--- src/rtl/whack_pkg.sv ---
// Shared constants and types for the whack-a-mole strike arbiter.
package whack_pkg;

    localparam int HOLES          = 10;
    localparam int LOCKOUT_CYCLES = 50000000;
    localparam int HOLE_W         = 4;

    localparam logic P0 = 1'b0;
    localparam logic P1 = 1'b1;

    typedef struct packed {
        logic              valid;
        logic              hit;
        logic              player;
        logic [HOLE_W-1:0] hole;
    } result_t;

endpackage

--- src/rtl/hit_arbiter_lockout_timer.sv ---
// Per-player miss-penalty down-counter; compiled only when HIT_ARB_LOCKOUT_EN is defined.
`ifdef HIT_ARB_LOCKOUT_EN
module lockout_timer #(
    parameter int CYCLES = 8
) (
    input  logic clk,
    input  logic rst,
    input  logic clr,
    input  logic load,
    output logic active
);
    localparam int CW = (CYCLES > 1) ? $clog2(CYCLES) : 1;

    logic [CW-1:0] cnt;

    // Loads CYCLES-1 and stays active through the terminal-count cycle,
    // so the lockout spans exactly CYCLES clocks.
    always_ff @(posedge clk or posedge rst) begin
        if (rst) begin
            cnt    <= '0;
            active <= 1'b0;
        end else if (load) begin
            cnt    <= CW'(CYCLES - 1);
            active <= 1'b1;
        end else if (clr) begin
            cnt    <= '0;
            active <= 1'b0;
        end else if (active) begin
            if (cnt == '0) active <= 1'b0;
            else           cnt    <= cnt - CW'(1);
        end
    end
endmodule
`endif

--- src/rtl/hit_arbiter.sv ---
// Strike buffer, round-robin arbiter, hit/miss resolver and scorekeeper.
// Miss lockout timers are built only when HIT_ARB_LOCKOUT_EN is defined.
module hit_arbiter #(
    parameter int HOLES          = whack_pkg::HOLES,
    parameter int LOCKOUT_CYCLES = whack_pkg::LOCKOUT_CYCLES,
    parameter int SCORE_W        = 8
) (
    input  logic               clk,
    input  logic               rst,
    input  logic               game_en,
    input  logic               input_valid,
    input  logic [3:0]         num,
    input  logic               player,
    input  logic [HOLES-1:0]   mole_active,
    output logic               hit_valid,
    output logic               miss_valid,
    output logic               res_player,
    output logic [3:0]         res_hole,
    output logic [HOLES-1:0]   mole_clear,
    output logic [SCORE_W-1:0] score0,
    output logic [SCORE_W-1:0] score1,
    output logic [1:0]         lockout,
    output logic [7:0]         drop_cnt
);
    import whack_pkg::*;

    if (LOCKOUT_CYCLES < 1) begin : g_bad_cfg
        $error("hit_arbiter: LOCKOUT_CYCLES must be at least 1");
    end

    logic [1:0]        pend_v;
    logic [HOLE_W-1:0] pend_hole [2];
    logic              rr_ptr;
    logic              game_en_q;
    logic [HOLES-1:0]  claimed;
    result_t           res_q;

    logic              grant_v;
    logic              grant_p;
    logic [HOLE_W-1:0] grant_hole;
    logic              hit_now;
    logic              accept;
    logic              drop;
    logic              en_rise;
    logic [1:0]        miss_load;

    always_comb begin
        grant_v = game_en && (pend_v != 2'b00);
        grant_p = P0;
        if (pend_v == 2'b11) grant_p = rr_ptr;
        else if (pend_v[1])  grant_p = P1;
        grant_hole = pend_hole[grant_p];
        hit_now    = mole_active[grant_hole] && !claimed[grant_hole];
        // A slot being granted this edge frees up for a same-edge capture.
        accept = input_valid && game_en && ({1'b0, num} < 5'(HOLES)) && !lockout[player]
                 && (!pend_v[player] || (grant_v && grant_p == player));
        drop         = input_valid && !accept;
        en_rise      = game_en && !game_en_q;
        miss_load[0] = grant_v && !hit_now && (grant_p == P0);
        miss_load[1] = grant_v && !hit_now && (grant_p == P1);
    end

    always_ff @(posedge clk or posedge rst) begin
        if (rst) begin
            pend_v       <= 2'b00;
            pend_hole[0] <= '0;
            pend_hole[1] <= '0;
        end else if (!game_en) begin
            pend_v <= 2'b00;
        end else begin
            for (int p = 0; p < 2; p++) begin
                if (grant_v && grant_p == 1'(p)) pend_v[p] <= 1'b0;
                if (accept && player == 1'(p)) begin
                    pend_v[p]    <= 1'b1;
                    pend_hole[p] <= num;
                end
            end
        end
    end

    always_ff @(posedge clk or posedge rst) begin
        if (rst) begin
            res_q      <= '0;
            mole_clear <= '0;
            claimed    <= '0;
        end else begin
            res_q.valid <= grant_v;
            res_q.hit   <= grant_v && hit_now;
            if (grant_v) begin
                res_q.player <= grant_p;
                res_q.hole   <= grant_hole;
            end
            mole_clear <= (grant_v && hit_now) ? (HOLES'(1) << grant_hole) : '0;
            claimed    <= (claimed | ((grant_v && hit_now) ? (HOLES'(1) << grant_hole) : '0))
                          & mole_active;
        end
    end

    always_ff @(posedge clk or posedge rst) begin
        if (rst) begin
            score0    <= '0;
            score1    <= '0;
            rr_ptr    <= P0;
            game_en_q <= 1'b0;
            drop_cnt  <= '0;
        end else begin
            game_en_q <= game_en;
            if (en_rise) begin
                score0 <= '0;
                score1 <= '0;
                rr_ptr <= P0;
            end else begin
                if (grant_v && hit_now && grant_p == P0 && score0 != '1) score0 <= score0 + SCORE_W'(1);
                if (grant_v && hit_now && grant_p == P1 && score1 != '1) score1 <= score1 + SCORE_W'(1);
                if (grant_v && pend_v == 2'b11) rr_ptr <= ~rr_ptr;
            end
            if (drop && drop_cnt != 8'hff) drop_cnt <= drop_cnt + 8'd1;
        end
    end

    assign hit_valid  = res_q.valid && res_q.hit;
    assign miss_valid = res_q.valid && !res_q.hit;
    assign res_player = res_q.player;
    assign res_hole   = res_q.hole;

`ifdef HIT_ARB_LOCKOUT_EN
    for (genvar g = 0; g < 2; g++) begin : g_lock
        lockout_timer #(.CYCLES(LOCKOUT_CYCLES)) u_timer (
            .clk    (clk),
            .rst    (rst),
            .clr    (!game_en),
            .load   (miss_load[g]),
            .active (lockout[g])
        );
    end
`else
    logic unused_miss_load;
    assign unused_miss_load = ^miss_load;
    assign lockout = 2'b00;
`endif

endmodule
--- config.mk ---
export PLATFORM = sky130hd
export DESIGN_NAME = hit_arbiter
export DESIGN_NICKNAME = d
export VERILOG_FILES = /design/src/rtl/whack_pkg.sv /design/src/rtl/hit_arbiter_lockout_timer.sv /design/src/rtl/hit_arbiter.sv
export SDC_FILE = /design/constraint.sdc
export NUM_CORES = 1
export LEC_CHECK = 0
export CORE_MARGIN = 4
export CORE_UTILIZATION = 40
export CTS_CLUSTER_SIZE = 14
export DETAILED_ROUTE_END_ITERATION = 12
export GPL_ROUTABILITY_DRIVEN = 0
export SYNTH_ARGS = -nofsm -noshare
export SYNTH_HDL_FRONTEND = slang
export SYNTH_SLANG_ARGS = --single-unit
--- constraint.sdc ---
create_clock -name clk -period 3.35 [get_ports clk]
set_clock_uncertainty 0.15 [all_clocks]
set_input_delay 0.335 -clock clk [delete_from_list [all_inputs] [get_ports clk]]
set_output_delay 0.335 -clock clk [all_outputs]
set_load 0.005 [all_outputs]
==> results of run 1 <==
## registers in the layout, indices dropped and copies added, names as in the netlist
| register | count |
|---|---|
| claimed | 10 |
| drop_cnt | 8 |
| game_en_q | 1 |
| mole_clear | 10 |
| pend_hole | 8 |
| pend_v | 2 |
| res_hole | 4 |
| res_player | 1 |
| res_q | 2 |
| rr_ptr | 1 |
| score0 | 8 |
| score1 | 8 |
## cell usage in the layout (no fill, tap or decap), types with 5 or more instances in the layout
cell / netlist / final
a21o_1: 8 / 8
and3_1: 8 / 7
mux2_2: 9 / 9
inv_1: 10 / 9
dfrtp_1: 63 / 63
a21oi_1: 19 / 19
o31ai_1: 11 / 11
nor2b_1: 6 / 6
a31oi_1: 5 / 5
o21ai_0: 15 / 15
clkdlybuf4s50_1: 0 / 59
clkbuf_8: 0 / 11
nor4_1: 5 / 5
buf_4: 6 / 8
nand3_1: 10 / 10
nor2_1: 15 / 15
or4_1: 5 / 5
nand2b_1: 7 / 7
nand2_1: 27 / 27
xnor2_1: 7 / 7
## power groups by stage
stage,Clock [µW],Sequential [µW],Combinational [µW]
global route,645,971,527
CTS,607,955,478
finish,580,956,474
floorplan,0,939,294
detailed placement,0,968,477
global placement,0,967,473
## area by class of cell
cell class              instances  share of cell area
clock buffers                  12              0.0394
repair buffers                 68               0.170
clock inverters                 4             0.00508
flip-flops and latches         63               0.400
well taps                      99              0.0314
inverters                      10             0.00952
multi-input cells             211               0.344
## through the flow
stage | setup slack [ns] | hold WS, ns
2_1_floorplan | 0.621 | 0.216
4_1_cts | 0.281 | 0.287
5_1_grt | 0.105 | 0.319
3_3_place_gp | 0.288 | 0.308
3_5_place_dp | 0.146 | 0.319
6_report | 0.387 | 0.271
## logic make-up after synthesis
logic type | Yosys count | share of synthesized area
mux | 13 | 0.0461
fa+ha+maj | 3 | 0.0122
compound gates | 75 | 0.159
flops | 63 | 0.514
xor+xnor | 9 | 0.0257
simple gates | 109 | 0.197
other cells | 1 | 0.00122
buf+inv | 28 | 0.0449
## worst max-delay path, stage by stage, from the launching register on
cell	delay, ns
dfrtp_1	0.42
nand2b_1	0.29
and3_4	0.27
or4b_1	0.50
a31o_1	0.27
and3_2	0.30
buf_4	0.20
nor4_1	0.38
a21o_1	0.13
## path summary, 6_finish.rpt
check                            start           to  slack (ns)  cells past startpoint
max                             rr_ptr   claimed[6]        0.39                      8
min                                rst    score0[0]        0.27                      2
max reg2reg                     rr_ptr   claimed[6]        0.39                      8
min reg2reg                res_hole[1]  res_hole[1]        0.33                      2
max in group asynchronous          rst  res_hole[2]        2.18                      3
min in group clk           res_hole[1]  res_hole[1]        0.33                      2
## routing by layer
metal / GRT usage / up-vias / part of all wire
met5: 0 / - / 0
met4: 0.0675 / 0 / 0.014
met3: 0.0331 / 9 / 0.048
met2: 0.245 / 59 / 0.45
met1: 0.235 / 1175 / 0.49
li1: - / 1223 / -
## timing repair
| action | CTS | global route |
|---|---|---|
| endpoints found under the hold margin | 0 | 0 |
| endpoints found under the setup margin | 0 | 2 |
| gates resized for setup | 0 | 1 |
==> results.py, run 1 <==
metrics = {
    "status": {
        "status": "completed",
    },
    "route": {
        "wl_per_cell_um": 15.0,
        "routed_wl_mm": 6.99,
        "antenna_left": 0,
        "firstDrtPassIters": 4,
        "drtIter0Drc": 80,
        "via_count": 2466,
        "vias_per_cell": 5.28,
        "post-route-drc-count": 0,
    },
    "setup_path": {
        "crit_fanout": 20,
        "crit_path_end_kind": "flop",
        "worst_setup_path_start_kind": "flop",
        "worstPathArrival_ns": 3.08,
        "crit_required_ns": 3.47,
        "critPathKind": "reg -> reg",
    },
    "global_route": {
        "grt_pass1_wl_mm": 11.6,
        "grt_max_degree": 34,
        "antenna_found_initial": 0,
        "grt-ovfl-total": 0,
        "track_usage": 0.165,
        "grt_pass1_vias": 2331,
    },
    "power_and_ir_drop": {
        "seq_power_share": 0.476,
        "netSwitchingPower_uw": 603,
        "total_power_uw": 2010,
        "p_per_area_nw_per_um2": 510,
        "swShare": 0.300,
        "power_leakage_uw": 0.00172,
        "peakVddDrop_uv": 308,
        "power_frac_clock": 0.288,
        "pwr-share-comb": 0.236,
        "p_int_uw": 1410,
    },
    "layout": {
        "final_cells": 467,
        "postLayoutCellArea_um2": 3940,
        "fillers": 678,
        "antenna_cells": 0,
        "multi_input_area_um2": 1360,
        "drive_above_1_share": 0.109,
        "fin_util": 0.535,
        "syn2layout_area_growth_pct": 28.5,
        "seq_area_um2": 1580,
        "nets": 385,
    },
    "clock_network": {
        "cts_buffer_depth": 2,
        "numCtsBuffers": 9,
        "path_clk_slew_ns": 0.07,
        "h-tree-depth": 3,
        "clkSinkCount": 63,
        "insertion_delay_ns": 0.33,
        "cts_setup_buffers": 0,
        "cts_tree": "done",
        "cts_root_buf": "clkbuf_8",
        "hold_buffers": 0,
    },
    "yosys": {
        "ys.flop_type": "dfrtp_1",
        "synth-seq-cells": 63,
        "ys_top_cells_by_area": "dfrtp_1 51%, mux2_2 3.3%, nand2_1 3.3%",
        "syn_area_um2": 3070,
        "yosysSeqAreaShare": 0.514,
        "yosys.area.top_type": "dfrtp_1",
        "synth_top_area_share": 0.514,
        "synth_cell_types": 52,
        "synth_common_cells": "63 x dfrtp_1, 27 x nand2_1, 19 x a21oi_1",
        "syn_area_per_cell_um2": 10.2,
        "ys_warn_count": 0,
        "async_flop_share": 1.00,
        "yosysMostFrequentCell": "dfrtp_1",
        "synth_edf_count": 0,
        "synth_cells": 301,
    },
    "placement": {
        "place_area_um2": 3760,
        "io_buffers": 59,
        "hpwl_mm": 5.25,
        "dp_cells": 451,
    },
    "floorplanning": {
        "dieWidth_um": 95.6,
        "die_area_um2": 9130,
        "num_rows": 31,
        "io_pins": 62,
        "coreArea_um2": 7370,
        "start_util": 0.416,
        "die_h_um": 95.6,
    },
    "min_path": {
        "min_path_type": "in -> async",
    },
    "sta": {
        "finalCritPeriodShare": 0.884,
        "period_minus_slack_ns": 2.96,
        "worst_pin_slew_ns": 0.655,
        "report.final.slew_viol_count": 0,
        "hold_violations": 0,
        "tns_ns": 0,
        "finalSetupViolCount": 0,
        "max_slew_margin": 0.563,
        "max_freq_mhz": 338,
        "grt_setup_unrepaired": "false",
    },
    "flow_run": {
        "max_cap_viol_count": 0,
    },
}
No activity file was read; power rests on OpenSTA's default activity.
==> inputs of run 2 (changes only) <==
==> constraint.sdc (replaced) <==
create_clock -name clk -period 3.2 [get_ports clk]
set_clock_uncertainty 0.15 [all_clocks]
set_input_delay 0.32 -clock clk [delete_from_list [all_inputs] [get_ports clk]]
set_output_delay 0.32 -clock clk [all_outputs]
set_load 0.005 [all_outputs]
==> results.py, run 2 (synthesis results as in run 1) <==
metrics = {
    "setup_path": {
        "crit_family": "simple AND/OR/NAND/NOR gates",
        "reg2reg_from": "rr_ptr",
        "crit_chain": "nand2b_1, buf_4, nand2_1, buf_4, o31ai_1, o31ai_1, and3_1, buf_4, or4_1, a21oi_1",
        "crit_fanout": 12,
        "cp.depth": 10,
        "crit_path_end_kind": "flop",
        "slowest_stage": "or4_1",
        "endpoint": "score1[5]",
        "startpoint": "rr_ptr",
        "path_common_cell": "buf_4",
        "worstPathArrival_ns": 3.03,
        "crit_required_ns": 3.31,
        "cp_slowest_stage_delay_ns": 0.49,
        "r2r-end": "score1[5]",
        "critPathKind": "reg -> reg",
        "worst_setup_path_start_kind": "flop",
        "r2r_cells": 10,
        "rrSetupSlack_ns": 0.28,
        "cp.buffers_inverters": 3,
    },
    "floorplanning": {
        "die_h_um": 95.6,
        "coreArea_um2": 7370,
        "start_util": 0.416,
        "die_area_um2": 9130,
        "dieWidth_um": 95.6,
        "num_rows": 31,
        "io_pins": 62,
    },
    "flow_run": {
        "max_cap_viol_count": 0,
    },
    "placement": {
        "place_area_um2": 3770,
        "io_buffers": 59,
        "hpwl_mm": 5.23,
    },
    "clock_network": {
        "hold_buffers": 0,
        "cts_root_buf": "clkbuf_8",
        "numCtsBuffers": 9,
        "cts_resized": 0,
        "cts_buffer_depth": 2,
        "cts_tree": "done",
        "path_clk_slew_ns": 0.07,
        "h-tree-depth": 3,
        "clkSinkCount": 63,
        "cts_setup_buffers": 0,
        "insertion_delay_ns": 0.34,
    },
    "global_route": {
        "grt-ovfl-total": 0,
        "track_usage": 0.164,
        "grt_max_degree": 26,
        "antenna_found_initial": 0,
        "grt_pass1_vias": 2389,
        "grt_pass1_wl_mm": 11.4,
    },
    "layout": {
        "final_cell_mix": "63 x dfrtp_1, 59 x clkdlybuf4s50_1, 27 x nand2_1, 19 x a21oi_1",
        "antenna_cells": 0,
        "reg_top3": "claimed: 10 flops, mole_clear: 10 flops",
        "syn2layout_area_growth_pct": 28.4,
        "postLayoutCellArea_um2": 3940,
        "drive_above_1_share": 0.106,
        "fillers": 681,
        "mostFrequentLayoutCell": "dfrtp_1",
        "nets": 388,
    },
    "power_and_ir_drop": {
        "p_per_area_nw_per_um2": 533,
        "power_leakage_uw": 0.00172,
        "peakVddDrop_uv": 314,
    },
    "sta": {
        "grt_setup_unrepaired": "false",
        "hold_violations": 0,
        "worst_pin_slew_ns": 0.534,
        "report.final.slew_viol_count": 0,
        "tns_ns": 0,
        "max_freq_mhz": 343,
        "finalCritPeriodShare": 0.912,
        "finalSetupViolCount": 0,
        "max_slew_margin": 0.644,
        "period_minus_slack_ns": 2.92,
    },
    "route": {
        "post-route-drc-count": 0,
        "drtIter0Drc": 57,
        "antenna_left": 0,
        "via_count": 2480,
        "wl_per_cell_um": 15.0,
        "firstDrtPassIters": 4,
        "routed_wl_mm": 7.04,
        "vias_per_cell": 5.30,
    },
    "status": {
        "status": "completed",
    },
    "min_path": {
        "min_path_type": "in -> async",
    },
}
## run 2: worst register-to-register path: stages, from the launching register on
cell and delay [ns]:
dfrtp_1 0.40, nand2b_1 0.26, buf_4 0.16, nand2_1 0.11
buf_4 0.21, o31ai_1 0.33, o31ai_1 0.18, and3_1 0.22
buf_4 0.17, or4_1 0.49, a21oi_1 0.15
## run 2: through the flow
stage / power, µW / hold WS (ns) / cells / setup WS [ns] / util
after floorplan: 1290 / 0.201 / 302 / 0.471 / -
after global placement: 1510 / 0.310 / 454 / 0.223 / 0.512
after detailed placement: 1510 / 0.322 / 454 / 0.159 / 0.512
after CTS: 2120 / 0.197 / 468 / 0.266 / 0.534
after global routing: 2220 / 0.230 / 468 / 0.0495 / 0.534
final: 2100 / 0.180 / 468 / 0.281 / 0.534
## run 2: cell type report
| type | instances | area (µm²) | area share |
|---|---|---|---|
| multi-input combinational | 211 | 1360 | 0.344 |
| tap | 99 | 124 | 0.0314 |
| clock inverter | 1 | 5.00 | 0.00127 |
| clock buffer | 13 | 159 | 0.0403 |
| timing repair buffer | 71 | 681 | 0.173 |
| inverter | 10 | 37.5 | 0.00953 |
| sequential | 63 | 1580 | 0.400 |
## run 2: how the worst min path moves through the flow
stage,start,end
6_report,rst,drop_cnt[4]
5_1_grt,rst,drop_cnt[6]
4_1_cts,rst,drop_cnt[6]
3_5_place_dp,res_hole[2],res_hole[2]
3_3_place_gp,res_hole[2],res_hole[2]
2_1_floorplan,game_en,game_en_q
## run 2: metal layers
layer	vias up	routed length [µm]	global-route usage
met5	-	0	0
met4	0	138	0.0770
met3	12	471	0.0489
met2	79	3030	0.236
met1	1167	3400	0.225
li1	1222	-	-
## run 2: power breakdown
part / total (µW) / internal, µW / switching (µW)
registers: 996 / 889 / 107
clock network: 600 / 314 / 286
logic: 504 / 268 / 236
==> inputs of run 3 (changes only) <==
--- a/config.mk
+++ b/config.mk
@@ -5,6 +5,7 @@
 export SDC_FILE = /design/constraint.sdc
 export NUM_CORES = 1
 export LEC_CHECK = 0
+export ABC_AREA = 1
 export CORE_MARGIN = 4
 export CORE_UTILIZATION = 40
 export CTS_CLUSTER_SIZE = 14
==> results.py, run 3 <==
metrics = {
    "clock_network": {
        "insertion_delay_ns": 0.34,
        "cts_setup_buffers": 0,
        "clkSinkCount": 63,
        "numCtsBuffers": 9,
        "cts_root_buf": "clkbuf_8",
        "cts_buffer_depth": 2,
        "h-tree-depth": 3,
        "cts_tree": "done",
        "path_clk_slew_ns": 0.07,
        "cts_resized": 0,
        "hold_buffers": 0,
    },
    "global_route": {
        "grt_pass1_wl_mm": 12.1,
        "antenna_found_initial": 0,
        "grt_max_degree": 25,
        "grt-ovfl-total": 0,
        "grt_pass1_vias": 2569,
        "track_usage": 0.151,
    },
    "layout": {
        "final_cell_mix": "79 x nand2_1, 63 x dfrtp_1, 59 x clkdlybuf4s50_1, 53 x inv_1, 37 x nor2_1",
        "antenna_cells": 0,
        "nets": 474,
        "fillers": 735,
        "drive_above_1_share": 0.142,
        "syn2layout_area_growth_pct": 27.3,
        "mostFrequentLayoutCell": "nand2_1",
        "final_cells": 559,
        "reg_top3": "claimed: 10 flops, mole_clear: 10 flops",
        "postLayoutCellArea_um2": 4200,
    },
    "setup_path": {
        "worst_setup_path_start_kind": "flop",
        "worstPathArrival_ns": 2.56,
        "crit_fanout": 12,
        "critPathKind": "reg -> reg",
        "crit_required_ns": 3.33,
        "crit_path_end_kind": "flop",
    },
    "placement": {
        "place_area_um2": 3960,
        "hpwl_mm": 5.07,
        "io_buffers": 59,
        "dp_cells": 543,
    },
    "yosys": {
        "syn_area_per_cell_um2": 8.47,
        "ys.flop_type": "dfrtp_1",
        "yosysMostFrequentCell": "nand2_1",
        "synth_edf_count": 0,
        "synth_top_family_by_area": "simple AND/OR/NAND/NOR gates",
        "yosysSeqAreaShare": 0.477,
        "ys_warn_count": 0,
        "synthXorXnorAreaFrac": 0.0398,
        "synth-compound-area-share": 0.0731,
        "synth-simple-area-share": 0.300,
        "synth_top_area_share": 0.477,
        "async_flop_share": 1.00,
        "yosys.area.top_type": "dfrtp_1",
        "muxShareOfSynthArea": 0.00341,
        "syn_area_um2": 3300,
        "synth_adder_area_share": 0.0114,
        "synth_cells": 390,
        "synth_cell_types": 34,
        "synth_common_cells": "79 x nand2_1, 63 x dfrtp_1, 54 x inv_1",
        "ys_top_cells_by_area": "dfrtp_1 48%, nand2_1 9.0%, inv_1 6.1%",
        "synth-seq-cells": 63,
    },
    "sta": {
        "hold_ws_ns": 0.166,
        "grt_setup_unrepaired": "false",
        "finalCritPeriodShare": 0.759,
        "hold_violations": 0,
        "max_slew_margin": 0.590,
        "max_freq_mhz": 412,
        "report.final.slew_viol_count": 0,
        "finalSetupViolCount": 0,
        "worst_pin_slew_ns": 0.615,
        "tns_ns": 0,
        "period_minus_slack_ns": 2.43,
    },
    "power_and_ir_drop": {
        "peakVddDrop_uv": 340,
        "total_power_uw": 2620,
        "power_leakage_uw": 0.00204,
        "p_per_area_nw_per_um2": 623,
    },
    "status": {
        "status": "completed",
    },
    "route": {
        "drtIter0Drc": 92,
        "firstDrtPassIters": 4,
        "antenna_left": 0,
        "post-route-drc-count": 0,
        "wl_per_cell_um": 12.6,
        "routed_wl_mm": 7.05,
        "vias_per_cell": 4.71,
        "via_count": 2631,
    },
    "floorplanning": {
        "io_pins": 62,
        "dieWidth_um": 98.9,
        "start_util": 0.419,
        "die_h_um": 98.9,
        "coreArea_um2": 7890,
        "die_area_um2": 9770,
        "num_rows": 32,
    },
    "min_path": {
        "min_path_type": "in -> async",
    },
    "flow_run": {
        "max_cap_viol_count": 0,
    },
}
[run 3: cell count changes in the layout (fill, tap and decap cells not counted), sizes merged, moves of 10 or more]
cell | before | now
a21oi | 19 | 9
inv | 10 | 56
nand2 | 27 | 100
nand3 | 10 | 45
nor2 | 15 | 38
o31ai | 11 | 0
[run 3: layout make-up]
class | count | area [µm²] | share of cell area
Sequential cell | 63 | 1580 | 0.375
Tap cell | 102 | 128 | 0.0304
Clock buffer | 14 | 183 | 0.0435
Multi-Input combinational cell | 258 | 1420 | 0.338
Timing Repair Buffer | 63 | 621 | 0.148
Inverter | 57 | 214 | 0.0509
Clock inverter | 2 | 60.1 | 0.0143
[run 3: layer usage]
metal,vias to the layer above,track usage,routed length [µm]
met4,0,0.0641,131
li1,1342,-,-
met3,13,0.0347,317
met2,61,0.226,3190
met1,1215,0.209,3410
met5,-,0,0
[run 3: power breakdown]
| group | internal, µW | leakage [µW] | switching, µW |
|---|---|---|---|
| logic | 373 | 0.00109 | 353 |
| clock network | 525 | 0.000123 | 303 |
| registers | 929 | 0.000828 | 134 |
[run 3: critical path: stages (launching register included)]
cell and delay (ns):
dfrtp_1 0.38, inv_2 0.10, nand2_4 0.08, nand2_2 0.23, nand2_1 0.14, o21ai_4 0.14
inv_2 0.13, nor2_2 0.13, nand4_2 0.15, nand2_4 0.24, nand3_4 0.18, nand2_4 0.21
nand2_2 0.06, nand2_1 0.06
[run 3: cells by family after synthesis]
| kind of cell | after synthesis |
|---|---|
| buffers and inverters | 70 |
| AO/OA/AOI/OAI | 38 |
| adder cells (fa/ha/maj) | 3 |
| flip-flops | 63 |
| other | 1 |
| AND/OR/NAND/NOR | 199 |
| XOR/XNOR | 15 |
| multiplexers | 1 |
[run 3: through the flow]
| stage | util | worst slack [ns] |
|---|---|---|
| finish | 0.533 | 0.770 |
| global route | 0.533 | 0.582 |
| CTS | 0.533 | 0.748 |
| detailed placement | 0.502 | 0.668 |
| global placement | 0.502 | 0.729 |
| floorplan | - | 1.16 |
[run 3: worst paths after layout]
kind / start / to / slack [ns] / depth (start not counted)
max in group asynchronous: rst / mole_clear[5] / 2.04 / 3
worst max-delay path: rr_ptr / score0[0] / 0.77 / 13
worst min-delay path: rst / score0[0] / 0.17 / 2
worst min register to register: rr_ptr / pend_v[1] / 0.33 / 1
worst max register to register: rr_ptr / score0[0] / 0.77 / 13
min in group clk: rr_ptr / pend_v[1] / 0.33 / 1
